**config.mk**
```make
export PLATFORM = sky130hd
export DESIGN_NAME = sdio_cmd_response_tx_flat
export DESIGN_NICKNAME = d
export VERILOG_FILES = /design/src/rtl/sdio_cmd_response_tx_if.sv /design/src/rtl/sdio_cmd_response_tx.sv /design/src/flat_wrapper.sv
export SDC_FILE = /design/constraint.sdc
export NUM_CORES = 1
export LEC_CHECK = 0
export BUFFER_PORTS_ARGS = -buffer_cell sky130_fd_sc_hd__buf_2
export CAP_MARGIN = 10
export CORE_MARGIN = 2
export CORE_UTILIZATION = 45
export CTS_BUF_LIST = sky130_fd_sc_hd__clkbuf_4 sky130_fd_sc_hd__clkbuf_8
export DETAILED_ROUTE_END_ITERATION = 8
export GPL_ROUTABILITY_DRIVEN = 0
export PLACE_DENSITY = 0.68
export SLEW_MARGIN = 20
export SYNTH_ARGS = -nofsm -noshare
export SYNTH_HDL_FRONTEND = slang
export SYNTH_SLANG_ARGS = --single-unit
```
**constraint.sdc**
```tcl
create_clock -name clock -period 2.6 [get_ports clock]
set_clock_uncertainty 0.05 [all_clocks]
set_input_delay 0.13 -clock clock [delete_from_list [all_inputs] [get_ports clock]]
set_output_delay 0.13 -clock clock [all_outputs]
set_load 0.005 [all_outputs]
```
**src/rtl/sdio_cmd_response_tx_if.sv**
```systemverilog
// sdio_cmd_response_tx_if
//   Bundles the command-processor side of the SDIO CMD response serializer.
//   master : command processor (drives payload and strobe, observes status)
//   slave  : serializer (consumes payload and strobe, drives CMD pad and status)
//   Signals:
//     write_data[37:0]          response payload, [37:32] index, [31:0] argument
//     write_data_strobe         one-cycle send request
//     send_command_in_progress  busy, capture edge through end-bit edge
//     cmd_out / cmd_oe          CMD pad data / output enable
//     tx_done                   one-cycle pulse on the line-release edge
//     overrun                   one-cycle pulse when a request is dropped
interface sdio_cmd_response_tx_if;
  logic [37:0] write_data;
  logic        write_data_strobe;
  logic        send_command_in_progress;
  logic        cmd_out;
  logic        cmd_oe;
  logic        tx_done;
  logic        overrun;

  modport master (
    output write_data,
    output write_data_strobe,
    input  send_command_in_progress,
    input  cmd_out,
    input  cmd_oe,
    input  tx_done,
    input  overrun
  );

  modport slave (
    input  write_data,
    input  write_data_strobe,
    output send_command_in_progress,
    output cmd_out,
    output cmd_oe,
    output tx_done,
    output overrun
  );
endinterface

```
**src/rtl/sdio_cmd_response_tx.sv**
```systemverilog
// sdio_cmd_response_tx
//   Serializes a 38-bit SDIO response payload {index, argument} onto the CMD
//   line as a 48-bit frame: start(0), direction(0), index, argument, CRC7, end(1).
//   The start bit is driven RESP_DELAY cycles after the capture edge (NCR).
//   Index 6'h3F (R4 / CMD5 response) replaces the CRC field with all ones.
//
//   Ports:
//     clock  SD clock, all logic on posedge
//     reset  asynchronous active-high reset; aborts a frame and releases the line
//     bus    sdio_cmd_response_tx_if.slave (payload, strobe, CMD pad, status)
//
//   Parameter:
//     RESP_DELAY  capture edge to start bit, 1..15 cycles
//
//   Build option:
//     SDIO_CMD_TX_HOLD_EN  when defined, a one-deep holding register keeps one
//                          request that arrives while busy and launches it on
//                          the release edge; otherwise such requests are
//                          dropped with an overrun pulse.
module sdio_cmd_response_tx #(
  parameter int RESP_DELAY = 2
) (
  input logic                   clock,
  input logic                   reset,
  sdio_cmd_response_tx_if.slave bus
);

  typedef enum logic [1:0] {IDLE, WAIT, SEND} state_t;

  localparam logic [3:0] DELAY_LOAD  = 4'(RESP_DELAY - 1);
  localparam state_t     FIRST_STATE = (RESP_DELAY == 1) ? SEND : WAIT;

  state_t      state;
  logic [3:0]  delay_cnt;
  logic [5:0]  bit_cnt;
  logic [38:0] shreg;
  logic [6:0]  crc;
  logic        r4;

  logic        cmd_out_q;
  logic        cmd_oe_q;
  logic        busy_q;
  logic        tx_done_q;
  logic        overrun_q;

  logic        strobe;
  logic        release_edge;
  logic        capture;
  logic        capture_hold;
  logic        overrun_evt;
  logic        tx_bit;
  logic [37:0] cap_data;

  // One serial step of CRC7, polynomial x^7 + x^3 + 1.
  function automatic logic [6:0] crc7_step(input logic [6:0] c, input logic b);
    logic fb;
    fb = b ^ c[6];
    return {c[5:0], 1'b0} ^ {3'b000, fb, 2'b00, fb};
  endfunction

  assign strobe       = bus.write_data_strobe;
  assign release_edge = (state == SEND) && (bit_cnt == 6'd48);

`ifdef SDIO_CMD_TX_HOLD_EN
  logic        hold_full;
  logic [37:0] hold_data;
  logic        hold_accept;

  // On the release edge the held request is consumed, so a strobe arriving
  // on that same edge may refill the holding register.
  assign capture_hold = release_edge && hold_full;
  assign hold_accept  = strobe && (state != IDLE) && (!hold_full || capture_hold);
  assign overrun_evt  = strobe && (state != IDLE) && !hold_accept;
  assign cap_data     = capture_hold ? hold_data : bus.write_data;

  always_ff @(posedge clock or posedge reset) begin
    if (reset) begin
      hold_full <= 1'b0;
    end else if (hold_accept) begin
      hold_full <= 1'b1;
    end else if (capture_hold) begin
      hold_full <= 1'b0;
    end
  end

  always_ff @(posedge clock) begin
    if (hold_accept) begin
      hold_data <= bus.write_data;
    end
  end
`else
  assign capture_hold = 1'b0;
  assign overrun_evt  = strobe && (state != IDLE);
  assign cap_data     = bus.write_data;
`endif

  assign capture = ((state == IDLE) && strobe) || capture_hold;

  // Bit to drive at the current SEND edge, indexed by frame position.
  always_comb begin
    tx_bit = 1'b1;
    if (bit_cnt == 6'd0) begin
      tx_bit = 1'b0;
    end else if (bit_cnt <= 6'd39) begin
      tx_bit = shreg[38];
    end else if (bit_cnt <= 6'd46) begin
      tx_bit = r4 | crc[6];
    end
  end

  // Datapath: payload shifter and CRC; no reset needed, always reloaded on capture.
  always_ff @(posedge clock) begin
    if (capture) begin
      shreg <= {1'b0, cap_data};
      r4    <= &cap_data[37:32];
    end else if ((state == SEND) && (bit_cnt >= 6'd1) && (bit_cnt <= 6'd39)) begin
      shreg <= {shreg[37:0], 1'b0};
    end

    if (state == SEND) begin
      if (bit_cnt == 6'd0) begin
        crc <= crc7_step(7'd0, 1'b0);
      end else if (bit_cnt <= 6'd39) begin
        crc <= crc7_step(crc, shreg[38]);
      end else if (bit_cnt <= 6'd46) begin
        crc <= {crc[5:0], 1'b0};
      end
    end
  end

  // Control FSM with registered pad and status outputs.
  always_ff @(posedge clock or posedge reset) begin
    if (reset) begin
      state     <= IDLE;
      delay_cnt <= 4'd0;
      bit_cnt   <= 6'd0;
      cmd_out_q <= 1'b1;
      cmd_oe_q  <= 1'b0;
      busy_q    <= 1'b0;
      tx_done_q <= 1'b0;
      overrun_q <= 1'b0;
    end else begin
      tx_done_q <= 1'b0;
      overrun_q <= overrun_evt;
      case (state)
        IDLE: begin
          if (strobe) begin
            busy_q    <= 1'b1;
            delay_cnt <= DELAY_LOAD;
            bit_cnt   <= 6'd0;
            state     <= FIRST_STATE;
          end
        end
        WAIT: begin
          // Leaving on count 1 makes the first SEND edge land on E0+RESP_DELAY.
          if (delay_cnt <= 4'd1) begin
            state <= SEND;
          end else begin
            delay_cnt <= delay_cnt - 4'd1;
          end
        end
        SEND: begin
          if (release_edge) begin
            cmd_oe_q  <= 1'b0;
            cmd_out_q <= 1'b1;
            tx_done_q <= 1'b1;
            bit_cnt   <= 6'd0;
            if (capture_hold) begin
              delay_cnt <= DELAY_LOAD;
              state     <= FIRST_STATE;
            end else begin
              busy_q <= 1'b0;
              state  <= IDLE;
            end
          end else begin
            cmd_oe_q  <= 1'b1;
            cmd_out_q <= tx_bit;
            bit_cnt   <= bit_cnt + 6'd1;
          end
        end
        default: state <= IDLE;
      endcase
    end
  end

  assign bus.cmd_out                  = cmd_out_q;
  assign bus.cmd_oe                   = cmd_oe_q;
  assign bus.send_command_in_progress = busy_q;
  assign bus.tx_done                  = tx_done_q;
  assign bus.overrun                  = overrun_q;

endmodule
```
**src/flat_wrapper.sv**
```systemverilog
// flat-port wrapper written by rule: the top's interface ports become plain ports
module sdio_cmd_response_tx_flat 
#(
  parameter int RESP_DELAY = 2
)
  (clock, reset, bus_write_data, bus_write_data_strobe, bus_send_command_in_progress, bus_cmd_out, bus_cmd_oe, bus_tx_done, bus_overrun);
  sdio_cmd_response_tx_if bus_i ();
  input logic clock;
  input logic reset;
  input wire logic [$bits(bus_i.write_data)-1:0] bus_write_data;
  input wire logic [$bits(bus_i.write_data_strobe)-1:0] bus_write_data_strobe;
  output wire logic [$bits(bus_i.send_command_in_progress)-1:0] bus_send_command_in_progress;
  output wire logic [$bits(bus_i.cmd_out)-1:0] bus_cmd_out;
  output wire logic [$bits(bus_i.cmd_oe)-1:0] bus_cmd_oe;
  output wire logic [$bits(bus_i.tx_done)-1:0] bus_tx_done;
  output wire logic [$bits(bus_i.overrun)-1:0] bus_overrun;
  assign bus_i.write_data = bus_write_data;
  assign bus_i.write_data_strobe = bus_write_data_strobe;
  assign bus_send_command_in_progress = bus_i.send_command_in_progress;
  assign bus_cmd_out = bus_i.cmd_out;
  assign bus_cmd_oe = bus_i.cmd_oe;
  assign bus_tx_done = bus_i.tx_done;
  assign bus_overrun = bus_i.overrun;
  sdio_cmd_response_tx #(.RESP_DELAY(RESP_DELAY)) u_core (.clock(clock), .reset(reset), .bus(bus_i));
endmodule
```
; Word-level counts from Yosys, hierarchy flattened
; Cells that the tools add are included.
; W data, S select, Z words.
[totals]
wordCells = 70
register_bits = 64
input_bits = 41
[classes]
n_addsub = 2
reduce_logical = 18
eq_ne = 7
n_mux = 24
n_lt_le_gt_ge = 4
n_bitwise = 3
[ops]
columns = cell, count
row1 = $mux W38, 2
row2 = $mux W7, 2
row3 = $le A6 B6 Y1 const B, 2
row4 = $mux W6, 2
row5 = $pmux W6 S2, 1
row6 = $mux W1, 9
row7 = $reduce_and A3 Y1, 3
row8 = $mux W4, 2
row9 = $pmux W4 S2, 1
row10 = $reduce_bool A2 Y1, 4
row11 = $xor A7 B4 Y7, 1
row12 = $add A6 B1 Y6 const B, 1
row13 = $eq A6 B6 Y1 const B, 1
row14 = $ge A6 B1 Y1 const B, 1
row15 = $logic_not A6 Y1, 1
row16 = $mux W2, 3
row17 = $pmux W2 S3, 1
row18 = $reduce_and A6 Y1, 1
row19 = $logic_and A1 B1 Y1, 5
row20 = $le A4 B1 Y1 const B, 1
row21 = $ne A2 B1 Y1 const B, 2
row22 = $ne A2 B2 Y1 const B, 2
row23 = $reduce_and A2 Y1, 2
row24 = $sub A4 B1 Y4 const B, 1
row25 = other kinds (7), 7

; Logic depth before layout (Yosys ltp)
; Gate-level depths: netlist of run 1.
[logic_depth]
word_depth = 5
depth_mapped = 6
ltp_nobuf = 6

; Worst setup path after synthesis of run 1
; OpenSTA, ideal clock, no wires.
[synth_timing]
path_type = flip-flop to flip-flop
from = register u_core.state[0]
to = register u_core.shreg[0], enable pin
n_path_buf = 3
arrival_ps = 1984
required_ps = 2149
stages_incl_launch_ff = 6
path_slack_ps = 165
period_less_slack_ps = 2435
cell_sequence = dfrtp_1 -> buf_6 -> nor3b_4 -> buf_6 -> buf_6 -> nand2b_1
[synth_between]
elab_cells_between_ends = 6
classes_between = eq/ne: 1 / reduce/logical: 5
[synth_lines]
columns = item, line_no
row1 = from (decl), sdio_cmd_response_tx.sv:33  ; state_t state;
row2 = from (signal assigned), sdio_cmd_response_tx.sv:134  ; state <= IDLE;
row3 = from (signal assigned), sdio_cmd_response_tx.sv:151  ; state <= FIRST_STATE;
row4 = from (signal assigned), sdio_cmd_response_tx.sv:157  ; state <= SEND;
row5 = $logic_not A2 Y1, sdio_cmd_response_tx.sv:97  ; assign capture = ((state == IDLE) && strobe) || capture_hold;
row6 = $logic_and A1 B1 Y1, sdio_cmd_response_tx.sv:97
row7 = via u_core.capture, sdio_cmd_response_tx.sv:48  ; logic capture;
row8 = $reduce_bool A2 Y1 (no source line), n/a
row9 = to (signal assigned), sdio_cmd_response_tx.sv:114  ; shreg <= {1'b0, cap_data};
row10 = to (signal assigned), sdio_cmd_response_tx.sv:117  ; shreg <= {shreg[37:0], 1'b0};
row11 = to (decl), sdio_cmd_response_tx.sv:36  ; logic [38:0] shreg;
; The timed path passes the listed nets, and every way through them passes these cells.
; A chain may end at the register's enable or synchronous reset.

; Worst setup path after layout of run 1
[layout_timing]
from = register u_core.bit_cnt[1]
to = register u_core.shreg[27], enable pin
[layout_between]
elab_chain_cells = 4
elab_cells_between_ends = 5
classes_between = order compare: 2 / reduce/logical: 3
[layout_rtl]
columns = item, line_no
row1 = from (decl), sdio_cmd_response_tx.sv:35  ; logic [5:0] bit_cnt;
row2 = from (signal assigned), sdio_cmd_response_tx.sv:178  ; bit_cnt <= bit_cnt + 6'd1;
row3 = $ge A6 B1 Y1, sdio_cmd_response_tx.sv:116  ; end else if ((state == SEND) && (bit_cnt >= 6'd1) && (bit_cnt <= 6'd39)) begin
row4 = $logic_and A1 B1 Y1, sdio_cmd_response_tx.sv:116
row5 = $logic_and A1 B1 Y1 *, sdio_cmd_response_tx.sv:116
row6 = $reduce_bool A2 Y1 (no source line) *, n/a
; Every way passes the cells marked *; elsewhere a longest branch is shown, timed or not.

==> flow_summary.json, run 1 <==
{
  "cts_max_level": 3,
  "yosys.area.top_type": "edfxtp_1",
  "cts-resized-gates": 0,
  "synth.area.top_cells": "edfxtp_1 47%, mux2_2 14%, dfrtp_1 14%",
  "pin_count": 46,
  "grt_max_degree": 49,
  "place_area_sq_um": 3229,
  "p_switching_mw": 1.120,
  "required_ns": 2.64,
  "grt_pass1_vias": 1650,
  "post_drt_via_cell_ratio": 5.092,
  "synth_cell_types": 42,
  "stdcell_count": 337,
  "outcome": "finished, final reports clean",
  "drv_cap": 0,
  "ys_seq_area_frac": 0.6204,
  "clock-sinks": 64,
  "path_max_fanout": 15,
  "post-route-min-period_ns": 2.058,
  "wl_per_cell_um": 13.61,
  "cellPowerDensity_nw_per_um2": 1139,
  "pre_cts_slack_ns": 0.5262,
  "insertion_delay_ns": 0.33,
  "finish.utilization": 0.5419,
  "clock_power_share": 0.207,
  "drt_pass1_iterations": 4,
  "cts_root_buf": "clkbuf_8",
  "finalInstanceArea_sq_um": 3441,
  "power_frac_comb": 0.293,
  "fp-row-count": 29,
  "antenna_found_initial": 0,
  "fin_setup_tns_ns": 0,
  "dp_hpwl_um": 3140,
  "io_buffers": 45,
  "synth_area_sq_um": 2947,
  "synth_edf_count": 46,
  "setup_viol": 0,
  "drtIter0Drc": 68,
  "timing.critical_path.cells": "inv_1 -> ha_1 -> nand3_1 -> o211ai_2 -> nand2b_2 -> buf_4",
  "post-cts-setup-buffer-count": 0,
  "synthArstFlopShare": 0.2656,
  "synth_ff_type": "edfxtp_1",
  "ys_top_cells_by_count": "46 x edfxtp_1, 37 x mux2_2, 16 x dfrtp_1, 11 x nor2_1, 10 x inv_1",
  "finalHoldViolations": 0,
  "period_share": 0.7915,
  "finalMaxSlewViolations": 0,
  "yosysWarnings": 0,
  "yosysMostFrequentCell": "edfxtp_1",
  "endpoint_kind": "flip-flop",
  "core_sq_um": 6350,
  "p_int_mw": 2.798,
  "syn_nets": 249,
  "numCtsBuffers": 9,
  "syn2layout_area_growth_pct": 16.77,
  "clk_path_buf_depth": 2,
  "drive_above_1_share": 0.4231,
  "cellLeakagePower_nw": 1.379,
  "max_freq_mhz": 486.0,
  "synth_top_area_share": 0.4688,
  "diodes": 0,
  "synth.avg_cell_area_sq_um": 14.59,
  "arrival_ns": 2.10,
  "crit_path_top_delay_cell": "dfrtp_1",
  "holdCritPathClass": "in2reg",
  "fp.dieW_um": 84.92,
  "swShare": 0.2858,
  "cts_hold_buf": 2,
  "grt-ovfl-total": 0,
  "rsz0062_at_grt": "false",
  "fp.dieH_um": 84.92,
  "drt-total-wl_um": 4588,
  "dp_cells": 319,
  "vias": 1716,
  "ant_nets": 0,
  "cts_tree": "built",
  "ir_worst_vdd_v": 0.0007236,
  "slowest_delay_ns": 0.44,
  "cp-start-kind": "flip-flop",
  "path_class": "reg2reg",
  "ys_ff_latch": 64,
  "grt_pass1_wl_um": 7866,
  "start_util": 0.4640,
  "power_frac_seq": 0.499,
  "final_nets": 302,
  "dieArea_sq_um": 7211,
  "max_slew_margin": 0.5788,
  "grt_use_total": 0.1424,
  "worst_pin_slew_ns": 0.6311,
  "cts.clk_slew.worst_paths_ns": 0.07,
  "netlist_instances": 202,
  "finalWorstSetupSlack_ns": 0.5422,
  "route.detailed.drc": 0
}
==> power by group through the flow <==
stage	clock network [mW]	registers (mW)	logic, mW
after floorplan	0	1.90	0.952
after global placement	0	1.97	1.15
after detailed placement	0	1.97	1.17
after CTS	0.842	1.96	1.17
after global routing	0.885	2.01	1.29
final	0.812	1.96	1.15
==> area by class of cell <==
cell class                 count  area (sq um)
timing repair buffer          51         287.8
tap                           77         96.34
inverter                      10         37.54
clock buffer                  10         131.4
multi-input combinational    119         999.7
clock inverter                 6         60.06
sequential                    64          1828
fill                         529          2909
==> routing by layer <==
metal,track usage,up-vias,share of wire
met1,0.1881,820,0.46
met2,0.2119,49,0.48
met4,0.05195,0,0.0087
li1,-,843,-
met5,0,-,0
met3,0.05934,4,0.052
==> metrics by stage <==
stage / hold WS (ns) / total power [mW]
6_report: 0.04252 / 3.917
5_1_grt: 0.02525 / 4.182
4_1_cts: 0.02301 / 3.979
3_5_place_dp: 0.1987 / 3.138
3_3_place_gp: 0.2014 / 3.125
2_1_floorplan: 0.005340 / 2.854
==> kinds of logic (layout without fill, tap and decap cells) <==
logic type	count (synthesis)	after routing	share of synthesized area
compound gates	22	22	0.06030
mux	38	38	0.1452
buf+inv	19	77	0.04119
fa+ha+maj	6	6	0.02548
flops	64	64	0.6204
xor+xnor	5	5	0.01486
simple gates	48	48	0.09258
==> worst paths after layout <==
kind | from | cells past startpoint | endpoint | slack, ns
min in group asynchronous | reset | 3 | u_core.delay_cnt[3] | 0.37
setup reg to reg | u_core.bit_cnt[1] | 6 | u_core.shreg[27] | 0.54
max in group asynchronous | reset | 3 | u_core.bit_cnt[2] | 1.71
hold reg to reg | u_core.shreg[37] | 1 | u_core.shreg[38] | 0.40
setup / recovery | u_core.bit_cnt[1] | 6 | u_core.shreg[27] | 0.54
hold / removal | bus_write_data[28] | 2 | u_core.shreg[28] | 0.04
==> flip-flops by register name, summed over array words and instances (netlist names) <==
signal	count
u_core.shreg	39
u_core.delay_cnt	4
u_core.r4	1
u_core.bus.tx_done	1
u_core.bus.send_command_in_progress	1
u_core.bus.cmd_out	1
u_core.bit_cnt	6
u_core.bus.overrun	1
u_core.bus.cmd_oe	1
u_core.crc	7
u_core.state	2
==> worst max-delay path, delay by kind of cell (launching register included) <==
family / cells / cell delay [ns]
adder cells (fa/ha/maj): 1 / 0.17
AO/OA/AOI/OAI: 1 / 0.27
buffers and inverters: 2 / 0.38
flip-flops: 1 / 0.44
AND/OR/NAND/NOR: 2 / 0.50
==> cell usage in the layout (no fill, tap or decap), types with 3 or more instances in the layout <==
| cell | n |
|---|---|
| edfxtp_1 | 46 |
| buf_2 | 45 |
| mux2_2 | 37 |
| dfrtp_1 | 16 |
| nor2_1 | 11 |
| inv_1 | 10 |
| clkbuf_8 | 9 |
| and2_1 | 7 |
| ha_1 | 6 |
| nand3_1 | 5 |
| nand2_1 | 5 |
| o21ai_0 | 4 |
| a21oi_1 | 4 |
| nor3_1 | 4 |
| nor2b_1 | 3 |
| xnor2_1 | 3 |
| buf_4 | 3 |
Power figures use the tool's default switching activity.
==> inputs of run 2 (changes only) <==
--- a/config.mk
+++ b/config.mk
@@ -5,6 +5,7 @@
 export SDC_FILE = /design/constraint.sdc
 export NUM_CORES = 1
 export LEC_CHECK = 0
+export ABC_AREA = 1
 export BUFFER_PORTS_ARGS = -buffer_cell sky130_fd_sc_hd__buf_2
 export CAP_MARGIN = 10
 export CORE_MARGIN = 2
@@ -12,7 +13,7 @@
 export CTS_BUF_LIST = sky130_fd_sc_hd__clkbuf_4 sky130_fd_sc_hd__clkbuf_8
 export DETAILED_ROUTE_END_ITERATION = 8
 export GPL_ROUTABILITY_DRIVEN = 0
-export PLACE_DENSITY = 0.68
+export PLACE_DENSITY = 0.66
 export SLEW_MARGIN = 20
 export SYNTH_ARGS = -nofsm -noshare
 export SYNTH_HDL_FRONTEND = slang
==> constraint.sdc (replaced) <==
create_clock -name clock -period 2.05 [get_ports clock]
set_clock_uncertainty 0.05 [all_clocks]
set_input_delay 0.1025 -clock clock [delete_from_list [all_inputs] [get_ports clock]]
set_output_delay 0.1025 -clock clock [all_outputs]
set_load 0.005 [all_outputs]
==> run 2 against run 1 <==
Effect of this change: die area up 0.97%; global-route usage grew 4.5 points; highest routed layer unchanged; count of clock-buffer cells in the layout is 1 higher; first-iteration DRC count rose by 150%; final cell count is 47% higher; synthesized area rose by 1.0%; wire length up 31%; non-clock buffer count rose by 39; utilization rose by 6.5 points; final area up 13%; synthesized cell count grew 60%; critical endpoint is now u_core.shreg[7]; critical path type unchanged.
==> flow_summary.json, run 2 <==
{
  "synth_cell_types": 26,
  "path_max_fanout": 38,
  "path_class": "reg2reg",
  "largest_register": "u_core.shreg",
  "pin_count": 46,
  "period_share": 0.8292,
  "clk_path_buf_depth": 2,
  "grt_use_total": 0.1870,
  "ys_seq_area_frac": 0.6141,
  "stdcell_count": 497,
  "yosys.area.top_type": "edfxtp_1",
  "dp_hpwl_um": 3715,
  "worstPathBufferInverterCount": 2,
  "synth_top_area_share": 0.4641,
  "numCtsBuffers": 9,
  "cts_max_level": 3,
  "max_freq_mhz": 588.3,
  "mostFrequentLayoutCell": "nand2_1",
  "holdCritPathClass": "in2reg",
  "yosysWarnings": 0,
  "worst_pin_slew_ns": 0.6527,
  "post-route-min-period_ns": 1.700,
  "vias": 2375,
  "place_area_sq_um": 3293,
  "arrival_ns": 1.68,
  "wl_per_cell_um": 12.12,
  "synth_edf_count": 46,
  "fp-row-count": 29,
  "max_slew_margin": 0.5644,
  "cellLeakagePower_nw": 1.714,
  "outcome": "finished, final reports clean",
  "yosysMostFrequentCell": "nand2_1",
  "synth_area_sq_um": 2977,
  "route.detailed.drc": 0,
  "grt-ovfl-total": 0,
  "drive_above_1_share": 0.1810,
  "syn2layout_area_growth_pct": 30.18,
  "fin_hold_ws_ns": 0.02152,
  "swShare": 0.1962,
  "diodes": 0,
  "cts-resized-gates": 0,
  "drt-total-wl_um": 6025,
  "endpoint_kind": "flip-flop",
  "power_frac_seq": 0.540,
  "multiInputGateArea_sq_um": 977.2,
  "finalInstanceArea_sq_um": 3875,
  "grt_pass1_wl_um": 10600,
  "cp-start-kind": "flip-flop",
  "drv_cap": 0,
  "netlist_instances": 324,
  "cts_root_buf": "clkbuf_8",
  "post_drt_via_cell_ratio": 4.779,
  "final_nets": 462,
  "fp.dieW_um": 85.33,
  "cellPowerDensity_nw_per_um2": 656.4,
  "layout_common_cells": "150 x nand2_1, 46 x edfxtp_1, 45 x buf_2",
  "synthArstFlopShare": 0.2656,
  "core_sq_um": 6386,
  "synth.avg_cell_area_sq_um": 9.187,
  "clock_power_share": 0.417,
  "ir_worst_vdd_v": 0.0004984,
  "fin_setup_tns_ns": 0,
  "insertion_delay_ns": 0.34,
  "timing.critical_path.cells": "inv_1 -> ha_1 -> nand4_1 -> nand2_1 -> nand2_2 -> buf_12",
  "dp_cells": 442,
  "grt_pass1_vias": 2369,
  "syn_nets": 371,
  "drt_pass1_iterations": 4,
  "cts.clk_slew.worst_paths_ns": 0.07,
  "finalHoldViolations": 0,
  "dieArea_sq_um": 7281,
  "required_ns": 2.03,
  "p_int_mw": 2.045,
  "cp_top_family": "flip-flops",
  "p_switching_mw": 0.4992,
  "cts_tree": "built",
  "slowest_delay_ns": 0.43,
  "clock-sinks": 64,
  "start_util": 0.4661,
  "setup_viol": 0,
  "power_mw": 2.544,
  "fp.dieH_um": 85.33,
  "nFillCells": 542,
  "finalMaxSlewViolations": 0,
  "grt_max_degree": 39,
  "crit_path_top_delay_cell": "dfrtp_1",
  "ys_ff_latch": 64,
  "largest_reg_flops": 39,
  "ys_top_cells_by_count": "151 x nand2_1, 46 x edfxtp_1, 26 x inv_1, 20 x nor2_1, 16 x dfrtp_1",
  "io_buffers": 45,
  "rsz0062_at_grt": "false",
  "reg_top3": "u_core.shreg x39, u_core.crc x7, u_core.bit_cnt x6",
  "seq_area_sq_um": 1828,
  "synth.area.top_cells": "edfxtp_1 46%, nand2_1 19%, dfrtp_1 13%",
  "power_frac_comb": 0.043,
  "ant_nets": 0,
  "antenna_found_initial": 0,
  "drtIter0Drc": 167,
  "synth_ff_type": "edfxtp_1"
}
==> run 2: cell count changes after synthesis, moves of 5 or more <==
cell     change
nand2_1    +146
nor2_1       +9
inv_1       +16
mux2_2      -37
and2_1       -7
o21ai_0      +7
nand4_1      +5
==> run 2: cells by family (layout without fill, tap and decap cells) <==
kind of cell,count (synthesis),in the layout,share of synthesized area
buffers and inverters,39,135,0.05843
adders and majority gates,6,6,0.02522
DFF,64,64,0.6141
AOI/OAI and AO/OA,17,17,0.02942
xor gates and xnor gates,3,3,0.008829
and+or+nand+nor,195,195,0.2640
==> run 2: what timing repair did <==
item | CTS | global route
setup buffers | 0 | 0
hold endpoints to repair | 54 | 0
hold buffers | 39 | 0
endpoints found under the setup margin | 0 | 0
==> run 2: worst min-delay path, delay by kind of cell <==
family / cells / cell delay (ns)
AND/OR/NAND/NOR: 2 / 0.12
buffers and inverters: 1 / 0.09
==> run 2: final timing paths <==
check / startpoint / to / slack (ns) / cells past startpoint
setup reg to reg: u_core.bit_cnt[0] / u_core.shreg[7] / 0.35 / 6
setup / recovery: u_core.bit_cnt[0] / u_core.shreg[7] / 0.35 / 6
hold / removal: bus_write_data[36] / u_core.shreg[36] / 0.02 / 3
min in group asynchronous: reset / u_core.bus.cmd_oe / 0.34 / 3
hold reg to reg: u_core.bus.cmd_out / u_core.bus.cmd_out / 0.42 / 2
max in group asynchronous: reset / u_core.bit_cnt[1] / 1.19 / 3
==> run 2: per-layer routing <==
metal,GRT usage,wire length [um],up-vias
li1,-,-,1213
met1,0.2463,2771,1090
met2,0.2976,2881,63
met3,0.03988,272,9
met4,0.08514,99,0
met5,0,0,-
==> run 2: layout make-up <==
cell class | instances | area share
inverters | 29 | 0.02809
well taps | 77 | 0.02486
multi-input cells | 221 | 0.2522
repair buffers | 90 | 0.1737
clock buffers | 11 | 0.03746
clock inverters | 5 | 0.01195
flip-flops and latches | 64 | 0.4717
==> run 2: power by group through the flow <==
| stage | Sequential (mW) | Combinational (mW) | Clock [mW] |
|---|---|---|---|
| finish | 1.37 | 0.108 | 1.06 |
| global route | 1.37 | 0.118 | 1.15 |
| CTS | 1.37 | 0.105 | 1.08 |
| detailed placement | 1.40 | 0.0497 | 0 |
| global placement | 1.40 | 0.0497 | 0 |
| floorplan | 1.40 | 0.00698 | 0 |
==> run 2: through the flow <==
stage	util	setup slack (ns)
detailed placement	0.5157	0.3435
finish	0.6068	0.3500
global route	0.6068	0.2100
floorplan	-	0.2183
global placement	0.5157	0.3919
CTS	0.6068	0.3338
==> inputs of run 3 (changes only) <==
--- a/config.mk
+++ b/config.mk
@@ -13,7 +13,7 @@
 export CTS_BUF_LIST = sky130_fd_sc_hd__clkbuf_4 sky130_fd_sc_hd__clkbuf_8
 export DETAILED_ROUTE_END_ITERATION = 8
 export GPL_ROUTABILITY_DRIVEN = 0
-export PLACE_DENSITY = 0.66
+export PLACE_DENSITY = 0.68
 export SLEW_MARGIN = 20
 export SYNTH_ARGS = -nofsm -noshare
 export SYNTH_HDL_FRONTEND = slang
==> constraint.sdc (replaced) <==
create_clock -name clock -period 1.52 [get_ports clock]
set_clock_uncertainty 0.05 [all_clocks]
set_input_delay 0.076 -clock clock [delete_from_list [all_inputs] [get_ports clock]]
set_output_delay 0.076 -clock clock [all_outputs]
set_load 0.005 [all_outputs]
==> run 3 against run 2 <==
Effect of this change: the run now ends with negative setup slack left; wire length rose by 13%; worst hold slack improved by 0.29 ns; sequential cell count did not move; clock power rose by 37%; critical endpoint is now u_core.shreg[36]; largest cell class unchanged.
==> flow_summary.json, run 3 (synthesis results as in run 2) <==
{
  "outcome": "finished, violations left",
  "violations": "negative setup slack",
  "ir_worst_vdd_v": 0.0007818,
  "ant_nets": 0,
  "setup_viol": 20,
  "syn2layout_area_growth_pct": 44.89,
  "power_mw": 3.456,
  "grt-ovfl-total": 0,
  "core_sq_um": 6386,
  "cp-start-kind": "flip-flop",
  "final_nets": 492,
  "fp-row-count": 29,
  "fin_hold_ws_ns": 0.3118,
  "cts_tree": "built",
  "io_buffers": 45,
  "wl_per_cell_um": 12.87,
  "layout_common_cells": "148 x nand2_1, 46 x edfxtp_1, 45 x buf_2",
  "post_drt_via_cell_ratio": 4.861,
  "rsz0062_at_grt": "true",
  "diodes": 0,
  "vias": 2562,
  "clock-sinks": 64,
  "pin_count": 46,
  "largest_reg_flops": 39,
  "reg_top3": "u_core.shreg x39, u_core.crc x7, u_core.bit_cnt x6",
  "cellLeakagePower_nw": 1.901,
  "dieArea_sq_um": 7281,
  "drtIter0Drc": 123,
  "required_ns": 1.54,
  "grt_max_degree": 28,
  "fin_setup_tns_ns": -0.06837,
  "finish.utilization": 0.6754,
  "drive_above_1_share": 0.2644,
  "finalInstanceArea_sq_um": 4313,
  "fp.dieH_um": 85.33,
  "grt_use_total": 0.1953,
  "insertion_delay_ns": 0.35,
  "max_slew_margin": 0.5600,
  "fp.dieW_um": 85.33,
  "numCtsBuffers": 9,
  "route.detailed.drc": 0,
  "start_util": 0.4661,
  "arrival_ns": 1.55,
  "path_class": "reg2reg",
  "endpoint_kind": "flip-flop",
  "cellPowerDensity_nw_per_um2": 801.3,
  "finalHoldViolations": 0,
  "grt_pass1_wl_um": 10800,
  "drv_cap": 0,
  "cts_max_level": 3,
  "clk_path_buf_depth": 2,
  "max_freq_mhz": 653.4,
  "grt_pass1_vias": 2403,
  "worst_pin_slew_ns": 0.6593,
  "r2r_slack_ns": -0.01,
  "holdCritPathClass": "in2async",
  "finalWorstSetupSlack_ns": -0.01053,
  "path_max_fanout": 4,
  "period_share": 1.007,
  "drt-total-wl_um": 6784,
  "cts_root_buf": "clkbuf_8",
  "cts.clk_slew.worst_paths_ns": 0.08,
  "dp_hpwl_um": 3784,
  "place_area_sq_um": 3431,
  "mostFrequentLayoutCell": "nand2_1",
  "largest_register": "u_core.shreg",
  "drt_pass1_iterations": 4,
  "post-route-min-period_ns": 1.531,
  "antenna_found_initial": 0,
  "finalMaxSlewViolations": 0
}
## run 3: cell count changes in the layout (fill, tap and decap cells not counted), sizes merged
cell,change
buf,+22
clkbuf,-2
inv,+1
nand2,+7
clkinvlp,+2
clkinv,-1
dlygate4sd3,+1
## run 3: final cells by class
type                       instances  area (sq um)
clock buffer                       9         123.9
sequential                        64          1829
clock inverter                     7         71.32
timing repair buffer             113         893.4
inverter                          29         108.9
tap                               77         96.34
multi-input combinational        228          1190
fill                             470          2073
## run 3: timing repair
| item | CTS | global route |
|---|---|---|
| resized for setup | 4 | 21 |
| endpoints found under the hold margin | 55 | 0 |
| pin swaps | 1 | 8 |
| setup endpoints to repair | 38 | 96 |
| buffers inserted | 0 | 8 |
| hold buffers | 40 | 0 |
| cloned | 1 | 6 |
## run 3: report_power, final
part	total [mW]	internal [mW]	switching, mW
logic	0.150	0.105	0.0449
clock network	1.45	0.756	0.697
registers	1.85	1.85	0.000330
## run 3: stage by stage
step | setup slack [ns] | cells
6_report | -0.01053 | 527
5_1_grt | -0.06940 | 527
4_1_cts | 0.007113 | 513
3_5_place_dp | -0.02555 | 456
3_3_place_gp | 0.03253 | 456
2_1_floorplan | 0.006205 | 324
## run 3: path summary, 6_finish.rpt
check,start,to,cells after the start
max in group asynchronous,reset,u_core.bit_cnt[2],3
min in group clock,u_core.bus.cmd_out,u_core.bus.cmd_out,2
min,reset,u_core.bit_cnt[3],3
min reg2reg,u_core.bus.cmd_out,u_core.bus.cmd_out,2
max,u_core.bit_cnt[1],u_core.shreg[36],7
max reg2reg,u_core.bit_cnt[1],u_core.shreg[36],7
## run 3: critical path, stage by stage (launching register included)
cell and delay (ns):
dfrtp_1 0.39, inv_2 0.10, ha_2 0.17, inv_1 0.04
nand4_1 0.15, nand2_4 0.11, buf_12 0.16, nand2_4 0.08
## run 3: per-layer routing
metal  GRT usage  up-vias  part of all wire
met2      0.3153       79              0.50
met3     0.07296        6             0.060
met5           0        -                 0
li1            -     1292                 -
met1      0.2434     1185              0.42
met4     0.06494        0             0.011
